[config.mk]
export PLATFORM = sky130hd
export DESIGN_NAME = dut_share_arbiter
export DESIGN_NICKNAME = d
export VERILOG_FILES = /design/src/rtl/test_pkg.sv /design/src/rtl/id_fifo.sv /design/src/rtl/dut_share_arbiter.sv
export SDC_FILE = /design/constraint.sdc
export NUM_CORES = 1
export LEC_CHECK = 0
export ABC_AREA = 1
export CAP_MARGIN = 20
export CELL_PAD_IN_SITES_DETAIL_PLACEMENT = 1
export CELL_PAD_IN_SITES_GLOBAL_PLACEMENT = 2
export CORE_ASPECT_RATIO = 2
export CORE_UTILIZATION = 32
export CTS_CLUSTER_DIAMETER = 40
export CTS_CLUSTER_SIZE = 30
export DETAILED_ROUTE_END_ITERATION = 10
export DONT_BUFFER_PORTS = 1
export PLACE_DENSITY = 0.87
export REMOVE_ABC_BUFFERS = 1
export SYNTH_ARGS = -nofsm -noshare
export SYNTH_HDL_FRONTEND = slang
export SYNTH_SLANG_ARGS = --single-unit
[constraint.sdc]
create_clock -name clk_i -period 2 [get_ports clk_i]
set_input_delay 0.1 -clock clk_i [delete_from_list [all_inputs] [get_ports clk_i]]
set_output_delay 0.1 -clock clk_i [all_outputs]
set_load 0.01 [all_outputs]
[src/rtl/test_pkg.sv]
// Shared constants and helpers for the test-harness blocks.
// Widths derived per instance live in the modules themselves.
package test_pkg;

    localparam int MAX_CH = 8;

    // $clog2 returns 0 for 1, which would give a zero-width vector.
    function automatic int clog2_min1(input int value);
        return (value < 2) ? 1 : $clog2(value);
    endfunction

endpackage

[src/rtl/id_fifo.sv]
// In-order FIFO of channel IDs for issued transfers.
// Storage is registered and the head is read combinationally.
module id_fifo
    import test_pkg::*;
#(
    parameter  int DEPTH = 4,
    parameter  int WIDTH = 1,
    localparam int AW    = clog2_min1(DEPTH)
) (
    input  logic             i_clk,
    input  logic             i_rst_n,
    input  logic             i_push,
    input  logic             i_pop,
    input  logic [WIDTH-1:0] i_din,
    output logic [WIDTH-1:0] o_dout_head,
    output logic [AW:0]      o_count,
    output logic             o_full,
    output logic             o_empty
);

    logic [WIDTH-1:0] r_mem [DEPTH];
    logic [AW:0]      r_wr_ptr;
    logic [AW:0]      r_rd_ptr;
    logic             w_do_push;
    logic             w_do_pop;

    // The extra pointer bit tells full from empty when the low bits match.
    assign o_count     = r_wr_ptr - r_rd_ptr;
    assign o_empty     = (r_wr_ptr == r_rd_ptr);
    assign o_full      = (r_wr_ptr[AW] != r_rd_ptr[AW]) &&
                         (r_wr_ptr[AW-1:0] == r_rd_ptr[AW-1:0]);
    assign w_do_push   = i_push && !o_full;
    assign w_do_pop    = i_pop && !o_empty;
    assign o_dout_head = r_mem[r_rd_ptr[AW-1:0]];

    always_ff @(posedge i_clk or negedge i_rst_n) begin
        if (!i_rst_n) begin
            r_wr_ptr <= '0;
            r_rd_ptr <= '0;
        end else begin
            if (w_do_push) begin
                r_wr_ptr <= r_wr_ptr + 1'b1;
            end
            if (w_do_pop) begin
                r_rd_ptr <= r_rd_ptr + 1'b1;
            end
        end
    end

    always_ff @(posedge i_clk) begin
        if (w_do_push) begin
            r_mem[r_wr_ptr[AW-1:0]] <= i_din;
        end
    end

endmodule

[src/rtl/dut_share_arbiter.sv]
// Shares one in-order DUT between several test channels: round-robin issue
// into a registered stage, responses routed back by an in-order ID FIFO.
module dut_share_arbiter
    import test_pkg::*;
#(
    parameter  int WORD_SIZE       = 16,
    parameter  int NUM_WORDS       = 1,
    parameter  int NUM_CH          = 2,
    parameter  int MAX_OUTSTANDING = 4,
    localparam int W               = NUM_WORDS * WORD_SIZE,
    localparam int CHW             = clog2_min1(NUM_CH),
    localparam int CW              = $clog2(MAX_OUTSTANDING) + 1
) (
    input  logic                clk_i,
    input  logic                reset_n_i,
    input  logic [NUM_CH-1:0]   req_valid_i,
    output logic [NUM_CH-1:0]   req_ready_o,
    input  logic [NUM_CH*W-1:0] req_data_i,
    output logic [NUM_CH-1:0]   rsp_valid_o,
    input  logic [NUM_CH-1:0]   rsp_ready_i,
    output logic [W-1:0]        rsp_data_o,
    output logic                dut_valid_o,
    input  logic                dut_ready_i,
    output logic [W-1:0]        dut_data_o,
    input  logic                dut_valid_i,
    output logic                dut_ready_o,
    input  logic [W-1:0]        dut_data_i,
    output logic [CW-1:0]       outstanding_o,
    output logic                err_o
);

    if (NUM_CH < 2 || NUM_CH > MAX_CH) begin : g_bad_num_ch
        $error("dut_share_arbiter: NUM_CH out of range");
    end
    if (MAX_OUTSTANDING < 2 || (MAX_OUTSTANDING & (MAX_OUTSTANDING - 1)) != 0) begin : g_bad_depth
        $error("dut_share_arbiter: MAX_OUTSTANDING must be a power of 2, at least 2");
    end

    logic              r_dut_valid;
    logic [W-1:0]      r_dut_data;
    logic [CHW-1:0]    r_rr;
    logic              r_err;

    logic              w_slot_free;
    logic              w_can_issue;
    logic              w_found;
    logic              w_grant;
    logic [NUM_CH-1:0] w_grant_oh;
    logic [CHW-1:0]    w_grant_id;
    logic [W-1:0]      w_grant_data;
    logic              w_fifo_full;
    logic              w_fifo_empty;
    logic              w_pop;
    logic [CHW-1:0]    w_head;
    logic [CW-1:0]     w_count;

    assign w_slot_free = !r_dut_valid || dut_ready_i;
    assign w_can_issue = w_slot_free && !w_fifo_full;
    assign w_grant     = w_found && w_can_issue && reset_n_i;
    assign req_ready_o = w_grant ? w_grant_oh : '0;

    // Search from the rr pointer upward with wrap; constant indices keep selects static.
    always_comb begin
        w_found      = 1'b0;
        w_grant_oh   = '0;
        w_grant_id   = '0;
        w_grant_data = '0;
        for (int k = 0; k < NUM_CH; k++) begin
            for (int c = 0; c < NUM_CH; c++) begin
                if (!w_found && req_valid_i[c] && (c == (int'(r_rr) + k) % NUM_CH)) begin
                    w_found       = 1'b1;
                    w_grant_oh[c] = 1'b1;
                    w_grant_id    = CHW'(c);
                    w_grant_data  = req_data_i[c*W +: W];
                end
            end
        end
    end

    always_ff @(posedge clk_i or negedge reset_n_i) begin
        if (!reset_n_i) begin
            r_dut_valid <= 1'b0;
            r_dut_data  <= '0;
            r_rr        <= '0;
        end else if (w_grant) begin
            r_dut_valid <= 1'b1;
            r_dut_data  <= w_grant_data;
            r_rr        <= (w_grant_id == CHW'(NUM_CH - 1)) ? '0 : w_grant_id + 1'b1;
        end else if (w_slot_free) begin
            r_dut_valid <= 1'b0;
        end
    end

    // Only the FIFO head may see the DUT output, so a stalled head blocks everyone.
    always_comb begin
        rsp_valid_o = '0;
        dut_ready_o = 1'b0;
        for (int c = 0; c < NUM_CH; c++) begin
            if (!w_fifo_empty && (w_head == CHW'(c))) begin
                rsp_valid_o[c] = dut_valid_i;
                dut_ready_o    = rsp_ready_i[c];
            end
        end
    end

    assign w_pop      = dut_valid_i && dut_ready_o;
    assign rsp_data_o = dut_data_i;

    always_ff @(posedge clk_i or negedge reset_n_i) begin
        if (!reset_n_i) begin
            r_err <= 1'b0;
        end else if (dut_valid_i && w_fifo_empty) begin
            r_err <= 1'b1;
        end
    end

    id_fifo #(
        .DEPTH (MAX_OUTSTANDING),
        .WIDTH (CHW)
    ) u_id_fifo (
        .i_clk       (clk_i),
        .i_rst_n     (reset_n_i),
        .i_push      (w_grant),
        .i_pop       (w_pop),
        .i_din       (w_grant_id),
        .o_dout_head (w_head),
        .o_count     (w_count),
        .o_full      (w_fifo_full),
        .o_empty     (w_fifo_empty)
    );

    assign dut_valid_o   = r_dut_valid;
    assign dut_data_o    = r_dut_data;
    assign outstanding_o = w_count;
    assign err_o         = r_err;

endmodule

======== Yosys cells after proc, flatten, opt, wreduce, memory -nomap -nowiden ========
Memories as Yosys holds them, arrays and structs flattened.
Cells that the tools add are included.
W data, S select, Z words.
cells by class
  bitwise gates (word level) .............. 2
  add/subtract/negate cells ............... 5
  reduce and logical (&&, ||, !) cells .... 27
  equal/unequal tests ..................... 4
  mux-type cells .......................... 23
operators with widths
  kind                   number
  $logic_not A32 Y1      2
  $mux W16               4
  $mux W1                18
  $logic_and A1 B1 Y1    17
  $add A3 B1 Y3 const B  2
  $logic_not A1 Y1       6
  $eq A3 B3 Y1           1
  $sub A3 B3 Y3          1
  $add A1 B1 Y1 const B  2
  $eq A2 B2 Y1           1
  $eq A2 B2 Y1 const A   1
  $mux W2                1
  $reduce_bool A2 Y1     1
  $and A1 B1 Y1 const A  1
  $logic_or A1 B1 Y1     1
  $ne A1 B1 Y1           1
  $not A1 Y1             1
storage, ports and cells
  output and inout port bits .............. 42
  RAM bits ................................ 4
  word-level logic and storage cells ...... 68
  bits of input ports ..................... 56
  memories ................................ 1
  bits in registers ....................... 25
memory list
  name             words  width  rd ports  clocked after memory_dff  wr ports  line           RTL
  u_id_fifo.r_mem  4      1      1         0                         1         id_fifo.sv:21  logic [WIDTH-1:0] r_mem [DEPTH];

======== Logic depth before layout (Yosys ltp) ========
Gate-level depths: netlist of the first run.
  depth after elaboration ................. 20
  depth in mapped cells ................... 10

======== Hierarchy ========
Synthesis of the first run repeated with hierarchy kept, for this count alone.
unflattened totals
  cells, all modules ...................... 241
  area, all modules ....................... 1,988.2 µm²
by module, submodules not included
  module             times used  area each (µm²)  cells an instance
  dut_share_arbiter  1           1,343.8          168
  id_fifo            1           644.4            73

======== Worst setup path after synthesis of the first run ========
Ideal clock, no wire load.
  path kind ............................... register to register
  start ................................... reg u_id_fifo.r_rd_ptr[1]
  end ..................................... mem u_id_fifo.r_mem[0], enable pin
  library setup time ...................... 0.298 ns
  buffers on the path ..................... 1
  setup slack ............................. 0.275 ns
  period minus slack after synthesis ...... 1.725 ns
  stages on the path, launching flop included .. 9
  arrival time ............................ 1.427 ns
  data required time ...................... 1.702 ns
  path through ............................ dfrtp_1 > inv_1 > ha_1 > nand2_1 > inv_1 > nand3_2 > nand3_4 > buf_2 > nor2_1
between the ends
  cells in the longest elaborated chain, start to end .. 9
ends and longest elaborated chain
  what                               line                                    RTL
  start: declaration                 id_fifo.sv:23                           logic [AW:0] r_rd_ptr;
  start signal: assignment           id_fifo.sv:45                           r_rd_ptr <= r_rd_ptr + 1'b1;
  $eq A2 B2 Y1 *                     id_fifo.sv:31                           (r_wr_ptr[AW-1:0] == r_rd_ptr[AW-1:0]);
  $logic_and A1 B1 Y1 *              id_fifo.sv:30                           assign o_full = (r_wr_ptr[AW] != r_rd_ptr[AW]) &&
  $logic_not A1 Y1 *                 id_fifo.sv:32, dut_share_arbiter.sv:58
  $logic_and A1 B1 Y1                dut_share_arbiter.sv:58                 assign w_can_issue = w_slot_free && !w_fifo_full;
  $logic_and A1 B1 Y1 (2 in series)  dut_share_arbiter.sv:59                 assign w_grant = w_found && w_can_issue && reset_n_i;
  $logic_and A1 B1 Y1 *              id_fifo.sv:32                           assign w_do_push = i_push && !o_full;
  $mux W1 *                          id_fifo.sv:51                           if (w_do_push) begin
  $mux W1 (not written as such) *    id_fifo.sv:52                           r_mem[r_wr_ptr[AW-1:0]] <= i_din;
  end: declaration                   id_fifo.sv:21
Mark *: on every way between the ends. The rest lies on a longest branch, timed or not.

======== Final worst setup path of the first run ========
  start ................................... reg u_id_fifo.r_wr_ptr[0]
  end ..................................... out req_ready_o[0]
between the ends
  cells in the longest elaborated chain, start to end .. 7
ends and longest elaborated chain
  what                               line                     RTL
  start: declaration                 id_fifo.sv:22            logic [AW:0] r_wr_ptr;
  start signal: assignment           id_fifo.sv:42            r_wr_ptr <= r_wr_ptr + 1'b1;
  $eq A2 B2 Y1                       id_fifo.sv:31
  $logic_and A1 B1 Y1                id_fifo.sv:30
  $logic_not A1 Y1                   dut_share_arbiter.sv:58
  $logic_and A1 B1 Y1                dut_share_arbiter.sv:58
  $logic_and A1 B1 Y1 (2 in series)  dut_share_arbiter.sv:59
  $mux W2                            dut_share_arbiter.sv:60  assign req_ready_o = w_grant ? w_grant_oh : '0;
  end: declaration                   dut_share_arbiter.sv:17  output logic [NUM_CH-1:0] req_ready_o,
No other way between the ends.

==> run metrics, run 1 <==
status complete, no violations; Synth top area share 37.54%; Synth Cell Area 0.001667 mm^2; CP max FO 6; Mapped Cells 202; slew margin rel. 80.22%; IO Pins 98; distinct cell type count after synthesis 20; VDD IR-drop max 0.0006053 V; area of the die 0.005518 mm^2; Synth Register Bits 29; Register Area 745.7 um^2; Worst-Margin Slew 0.2945 ns; core area 0.004955 mm^2; Avg WL per Cell 16.26 um; setup violators final 0; Worst Path Arrival 1.72 ns; Reg clk slew, reported paths 0.06 ns; GRT overflow 0; final net count 300; Die Y 104.1 um; global-route wire length before repair 7548 um; hold path cells 3; Final Cycle Share 91.08%; most frequent cells in the layout nand2_1 (74), dlygate4sd3_1 (35), nand3_1 (26); Worst Clk Skew 0.005162 ns; Antenna Cells 0; Worst setup EP type primary output; placed cell count 245; Seq/Total Area, Yosys 44.74%; Initial Utilization 33.64%; fillcell total 599; fraction of registers with async set/reset 86.21%; Static Leak 0.001067 uW; Hold Startpoint dut_valid_i; fin cells 293; highest clock rate 548.9 MHz; vias 1401; Final Core Density 42.95%; CP cell instances inv_2, ha_1, nand2_1, inv_1, nand3_2, nand3_4, nor2_8, buf_4; pins over their slew limit 0; GPL Wtd Cong 0.7525; vias per cell 4.782; Post-Synth XOR/XNOR Area 2.102%; CP startpoint u_id_fifo.r_wr_ptr[0]$_DFFE_PN0P_; CTS Root Cell clkbuf_8; CTS H-Tree Depth 2; critical path's largest stage delay 0.41 ns; initial antenna violation count 0; largest family of logic cells by synthesized area simple AND/OR/NAND/NOR gates; CTS tree built; DRC Markers 0; WL final 4765 um; clk_lat worst skew 0.28 ns; Yosys top cell by area dfrtp_1; ANT nets after route 0; share of layout cells above drive strength 1 10.17%; Worst Path Buf+Inv 3; Startpoint Class register; ys flop type dfrtp_1; Top Family by Delay on Critical Path simple AND/OR/NAND/NOR gates; Die Span X 53.03 um; largest net degree at the start of global routing 26; initial drt markers 18; CTS Sinks 29; multi-input logic area 685.7 um^2; Max Cap Viol 0; CP Depth 8; # rows 36; Post-DP HPWL 3309 um; critical path class register to primary output; compound-gate portion of the synthesized area 1.426%; number of global-route vias before repair 1583; multiplexer share of the synthesized area 0%; Critical Path RT 1.90 ns; area grow syn2layout 27.70%; GR Util All Layers 19.03%; Synth Area in Adders 6.456%; Hold Path Class input port to register; Post-synth EDFFs 4; CTS Buf Count 5; IO Port Bufs 0; Slowest cell on crit path dfrtp_1; PwrDens 1323 mW/mm^2; worst r2r src u_id_fifo.r_wr_ptr[0]$_DFFE_PN0P_; Final Hold Vio Count 0; Pre-antenna DRT Iters 4; commonest non-fill, non-tap cell in the layout nand2_1; Syn Area/Cell 8.250 um^2; Synth Area in Simple Gates 31.16%; Sum Neg Setup Slack 0 ns; dominant cells by area after synthesis dfrtp_1 (38%), nand2_1 (17%), nand3_1 (7.8%); RSZ-0062 raised after global routing no; Final min period 1.822 ns; warnings from Yosys 0; Max clock buf depth 2; Reg2Reg Depth 10
-- where the power goes --
group	leakage, uW	switching (uW)	internal, uW	total (uW)
sequential	0.000340	270	857	1130
clock	0.0000443	208	272	480
combinational	0.000683	738	469	1210
-- Yosys cell counts, types with 3 or more instances --
| cell type | count |
|---|---|
| buf_4 | 16 |
| dfrtp_1 | 25 |
| edfxtp_1 | 4 |
| ha_1 | 7 |
| inv_1 | 22 |
| nand2_1 | 74 |
| nand3_1 | 26 |
| nor2_1 | 10 |
| xor2_1 | 3 |
-- state kept, by name (all words and copies together) (netlist names) --
| register | cells |
|---|---|
| r_rr | 1 |
| u_id_fifo.r_mem | 4 |
| dut_valid_o | 1 |
| u_id_fifo.r_rd_ptr | 3 |
| u_id_fifo.r_wr_ptr | 3 |
| err_o | 1 |
| dut_data_o | 16 |
-- worst reg2reg max path: stages (launching register included) --
cell     delay [ns]
dfrtp_1        0.41
inv_2          0.11
ha_1           0.25
nand2_1        0.07
inv_1          0.07
nand3_2        0.08
nand3_4        0.16
buf_4          0.21
buf_4          0.16
nand2_1        0.07
nand3_1        0.08
-- path summary, 6_finish.rpt --
check                                                    end  slack [ns]
min in group asynchronous          dut_data_o[4]$_DFFE_PN0P_        0.26
setup / recovery                              req_ready_o[0]        0.18
hold / removal             u_id_fifo.r_rd_ptr[1]$_DFFE_PN0P_         0.1
max in group asynchronous            dut_valid_o$_DFFE_PN0P_        1.58
hold reg to reg            u_id_fifo.r_wr_ptr[2]$_DFFE_PN0P_        0.50
setup reg to reg                   dut_data_o[2]$_DFFE_PN0P_        0.21
-- stage by stage --
step	setup WS (ns)	power, uW	hold slack [ns]	area, um^2
finish	0.1783	2815	0.09528	2128
global route	0.05817	3068	0.1139	2128
CTS	0.09719	2856	0.08920	2125
detailed placement	0.1326	2235	-0.1940	1630
global placement	0.2117	2215	-0.1941	1630
floorplan	0.2348	1900	-0.1956	1514
-- logic make-up after synthesis --
family | after synthesis
and+or+nand+nor | 115
xor gates and xnor gates | 4
adders and majority gates | 8
DFF | 29
AOI/OAI and AO/OA | 4
buffers and inverters | 42
-- metal layers --
| metal | GRT usage, % | up-vias | part of all wire, % |
|---|---|---|---|
| met1 | 17.82 | 645 | 36 |
| met5 | 4.444 | - | 0 |
| met2 | 34.63 | 74 | 54 |
| li1 | - | 676 | - |
| met3 | 7.602 | 6 | 8.5 |
| met4 | 6.203 | 0 | 1.5 |
-- cell type report --
cell class / count / area share, %
well taps: 57 / 3.351
repair buffers: 47 / 21.46
flip-flops and latches: 29 / 35.04
multi-input cells: 131 / 32.22
inverters: 22 / 3.880
clock buffers: 7 / 4.056
-- repair_timing --
action                                 CTS  global route
pin swaps                                3             0
buffers inserted                         5             0
setup endpoints to repair                2             9
gates cloned                             0             0
hold buffers                            36             0
gates resized for setup                  0             2
endpoints found under the hold margin   46             0
No activity file was read; power rests on OpenSTA's default activity.
==> inputs of run 2 (changes only) <==
- ABC_AREA: 1 -> not set
- CORE_UTILIZATION: 32 -> 38
- PLACE_DENSITY: 0.87 -> 0.92
- REMOVE_ABC_BUFFERS: 1 -> not set
- clock period: 2 -> 2.2 ns (I/O delays scaled with it)
==> run metrics, run 2 <==
initial antenna violation count 0; most frequent cells in the layout dlygate4sd3_1 (34), dfrtp_1 (25), a221o_1 (16); Worst Path Arrival 2.23 ns; ys flop type dfrtp_1; area grow syn2layout 26.79%; final net count 223; largest family of logic cells by synthesized area compound AO/OA/AOI/OAI gates; Reg clk slew, reported paths 0.07 ns; CTS Sinks 29; Synth Cell Area 0.001569 mm^2; CTS H-Tree Depth 2; Synth top area share 39.87%; Worst setup EP type register; distinct cell type count after synthesis 28; Initial Utilization 40.40%; RSZ-0062 raised after global routing no; clock share of power 18.1%; Avg WL per Cell 20.12 um; PwrDens 1337 mW/mm^2; placed cell count 167; CTS Root Cell clkbuf_8; global-route wire length before repair 6327 um; Synth Area in Adders 6.858%; CP max FO 11; Synth Net Count 195; Startpoint Class register; share of layout cells above drive strength 1 13.13%; IO Pins 98; hold path cells 0; vias per cell 5.332; critical path class register to register; most frequent cell after synthesis dfrtp_1; CTS tree built; slew margin rel. 49.13%; Reg2Reg Depth 7; Worst Clk Skew 0.005817 ns; core area 0.003884 mm^2; Pre-antenna DRT Iters 3; IO Port Bufs 0; number of global-route vias before repair 1345; CTS Buf Count 5; Final Cycle Share 94.33%; Post-Synth XOR/XNOR Area 3.828%; Final Hold Vio Count 0; GR Util All Layers 21.03%; GPL Wtd Cong 0.8363; Final min period 2.075 ns; Post-synth top cells dfrtp_1 (25), buf_4 (17), a221o_1 (16), nor2b_1 (13), ha_1 (7); post-route cell area 0.001989 mm^2; area of the die 0.004405 mm^2; Antenna Cells 0; multiplexer share of the synthesized area 2.791%; Mapped Cells 131; Worst-Margin Slew 0.7562 ns; Critical Path RT 2.35 ns; Max Cap Viol 0; Largest register FFs 16; setup violators final 0; Die Span X 47.44 um; # rows 32; fin cells 211; highest clock rate 481.9 MHz; fraction of registers with async set/reset 86.21%; Post-DP HPWL 2590 um; DRC Markers 0; Post-synth EDFFs 4; commonest non-fill, non-tap cell in the layout dlygate4sd3_1; Seq/Total Area, Yosys 47.53%; Sum Neg Setup Slack 0 ns; compound-gate portion of the synthesized area 13.80%; Synth Register Bits 29; GRT overflow 0; WL final 4245 um; Max clock buf depth 2; ANT nets after route 0; Static Leak 0.0009041 uW; warnings from Yosys 0; Yosys top cell by area dfrtp_1; initial drt markers 12; VDD IR-drop max 0.0007446 V; Flop pwr share 40.4%; P_int 1591 uW; largest net degree at the start of global routing 26; placed cell areas 0.001516 mm^2; vias 1125; Synth Area in Simple Gates 13.00%; Syn Area/Cell 11.98 um^2; Sw Pwr 1068 uW; Comb pwr share 41.5%; dominant cells by area after synthesis dfrtp_1 (40%), a221o_1 (10%), buf_4 (8.1%); pins over their slew limit 0; Die Y 92.87 um; status complete, no violations; Hold Path Class input port to primary output; clk_lat worst skew 0.28 ns; sw frac 40.16%
run 2: area by class of cell:
| type | instances | area, um^2 |
|---|---|---|
| Multi-Input combinational cell | 74 | 631.9 |
| Sequential cell | 29 | 745.7 |
| Tap cell | 51 | 63.81 |
| Clock buffer | 7 | 96.34 |
| Fill cell | 423 | 1894 |
| Timing Repair Buffer | 43 | 424.2 |
| Clock inverter | 1 | 5.005 |
| Inverter | 6 | 22.52 |
run 2: timing repair:
action	in CTS	in global routing
setup endpoints to repair	0	1
resized for setup	0	1
hold buffers	33	2
buffers inserted	0	1
hold endpoints to repair	41	1
run 2: logic make-up (layout without fill, tap and decap cells):
group | Yosys count | after routing
fa+ha+maj | 8 | 8
buf+inv | 28 | 57
flops | 29 | 29
compound gates | 22 | 22
simple gates | 35 | 35
mux | 3 | 3
xor+xnor | 6 | 6
run 2: critical path, stage by stage (launching register included):
cell,delay (ns)
dfrtp_1,0.44
inv_1,0.07
ha_1,0.35
a311oi_4,0.27
buf_4,0.17
buf_4,0.16
and2b_1,0.20
a221o_1,0.28
run 2: worst paths after layout:
check | start | to | slack [ns]
hold reg to reg | err_o$_DFFE_PN0P_ | err_o$_DFFE_PN0P_ | 0.52
max in group asynchronous | reset_n_i | dut_data_o[3]$_DFFE_PN0P_ | 1.76
setup / recovery | u_id_fifo.r_rd_ptr[1]$_DFFE_PN0P_ | dut_data_o[13]$_DFFE_PN0P_ | 0.12
setup reg to reg | u_id_fifo.r_rd_ptr[1]$_DFFE_PN0P_ | dut_data_o[13]$_DFFE_PN0P_ | 0.12
hold / removal | dut_data_i[10] | rsp_data_o[10] | 0.22
min in group asynchronous | reset_n_i | dut_valid_o$_DFFE_PN0P_ | 0.28
run 2: power groups by stage:
stage	Sequential [uW]	Clock, uW	Combinational, uW
2_1_floorplan	1020	0	831
3_3_place_gp	1070	0	946
3_5_place_dp	1080	0	1020
4_1_cts	1080	495	1090
5_1_grt	1100	518	1230
6_report	1070	481	1100
run 2: layer usage:
metal | global-route usage (%) | share of wire, % | vias up
met5 | 0 | 0 | -
met1 | 20.05 | 33 | 559
met3 | 6.238 | 5.8 | 14
met2 | 36.42 | 57 | 62
met4 | 12.14 | 3.7 | 0
li1 | - | - | 490
run 2: metrics by stage:
step / worst slack [ns] / hold WS (ns) / utilization (%) / power, uW
global placement: 0.2986 / -0.1851 / 39.05 / 2011
CTS: 0.05224 / 0.001787 / 50.42 / 2665
floorplan: 0.3780 / -0.1856 / - / 1850
finish: 0.1248 / 0.2200 / 51.22 / 2660
detailed placement: 0.1912 / -0.1851 / 39.05 / 2107
global route: 0.01579 / 0.2200 / 51.22 / 2849
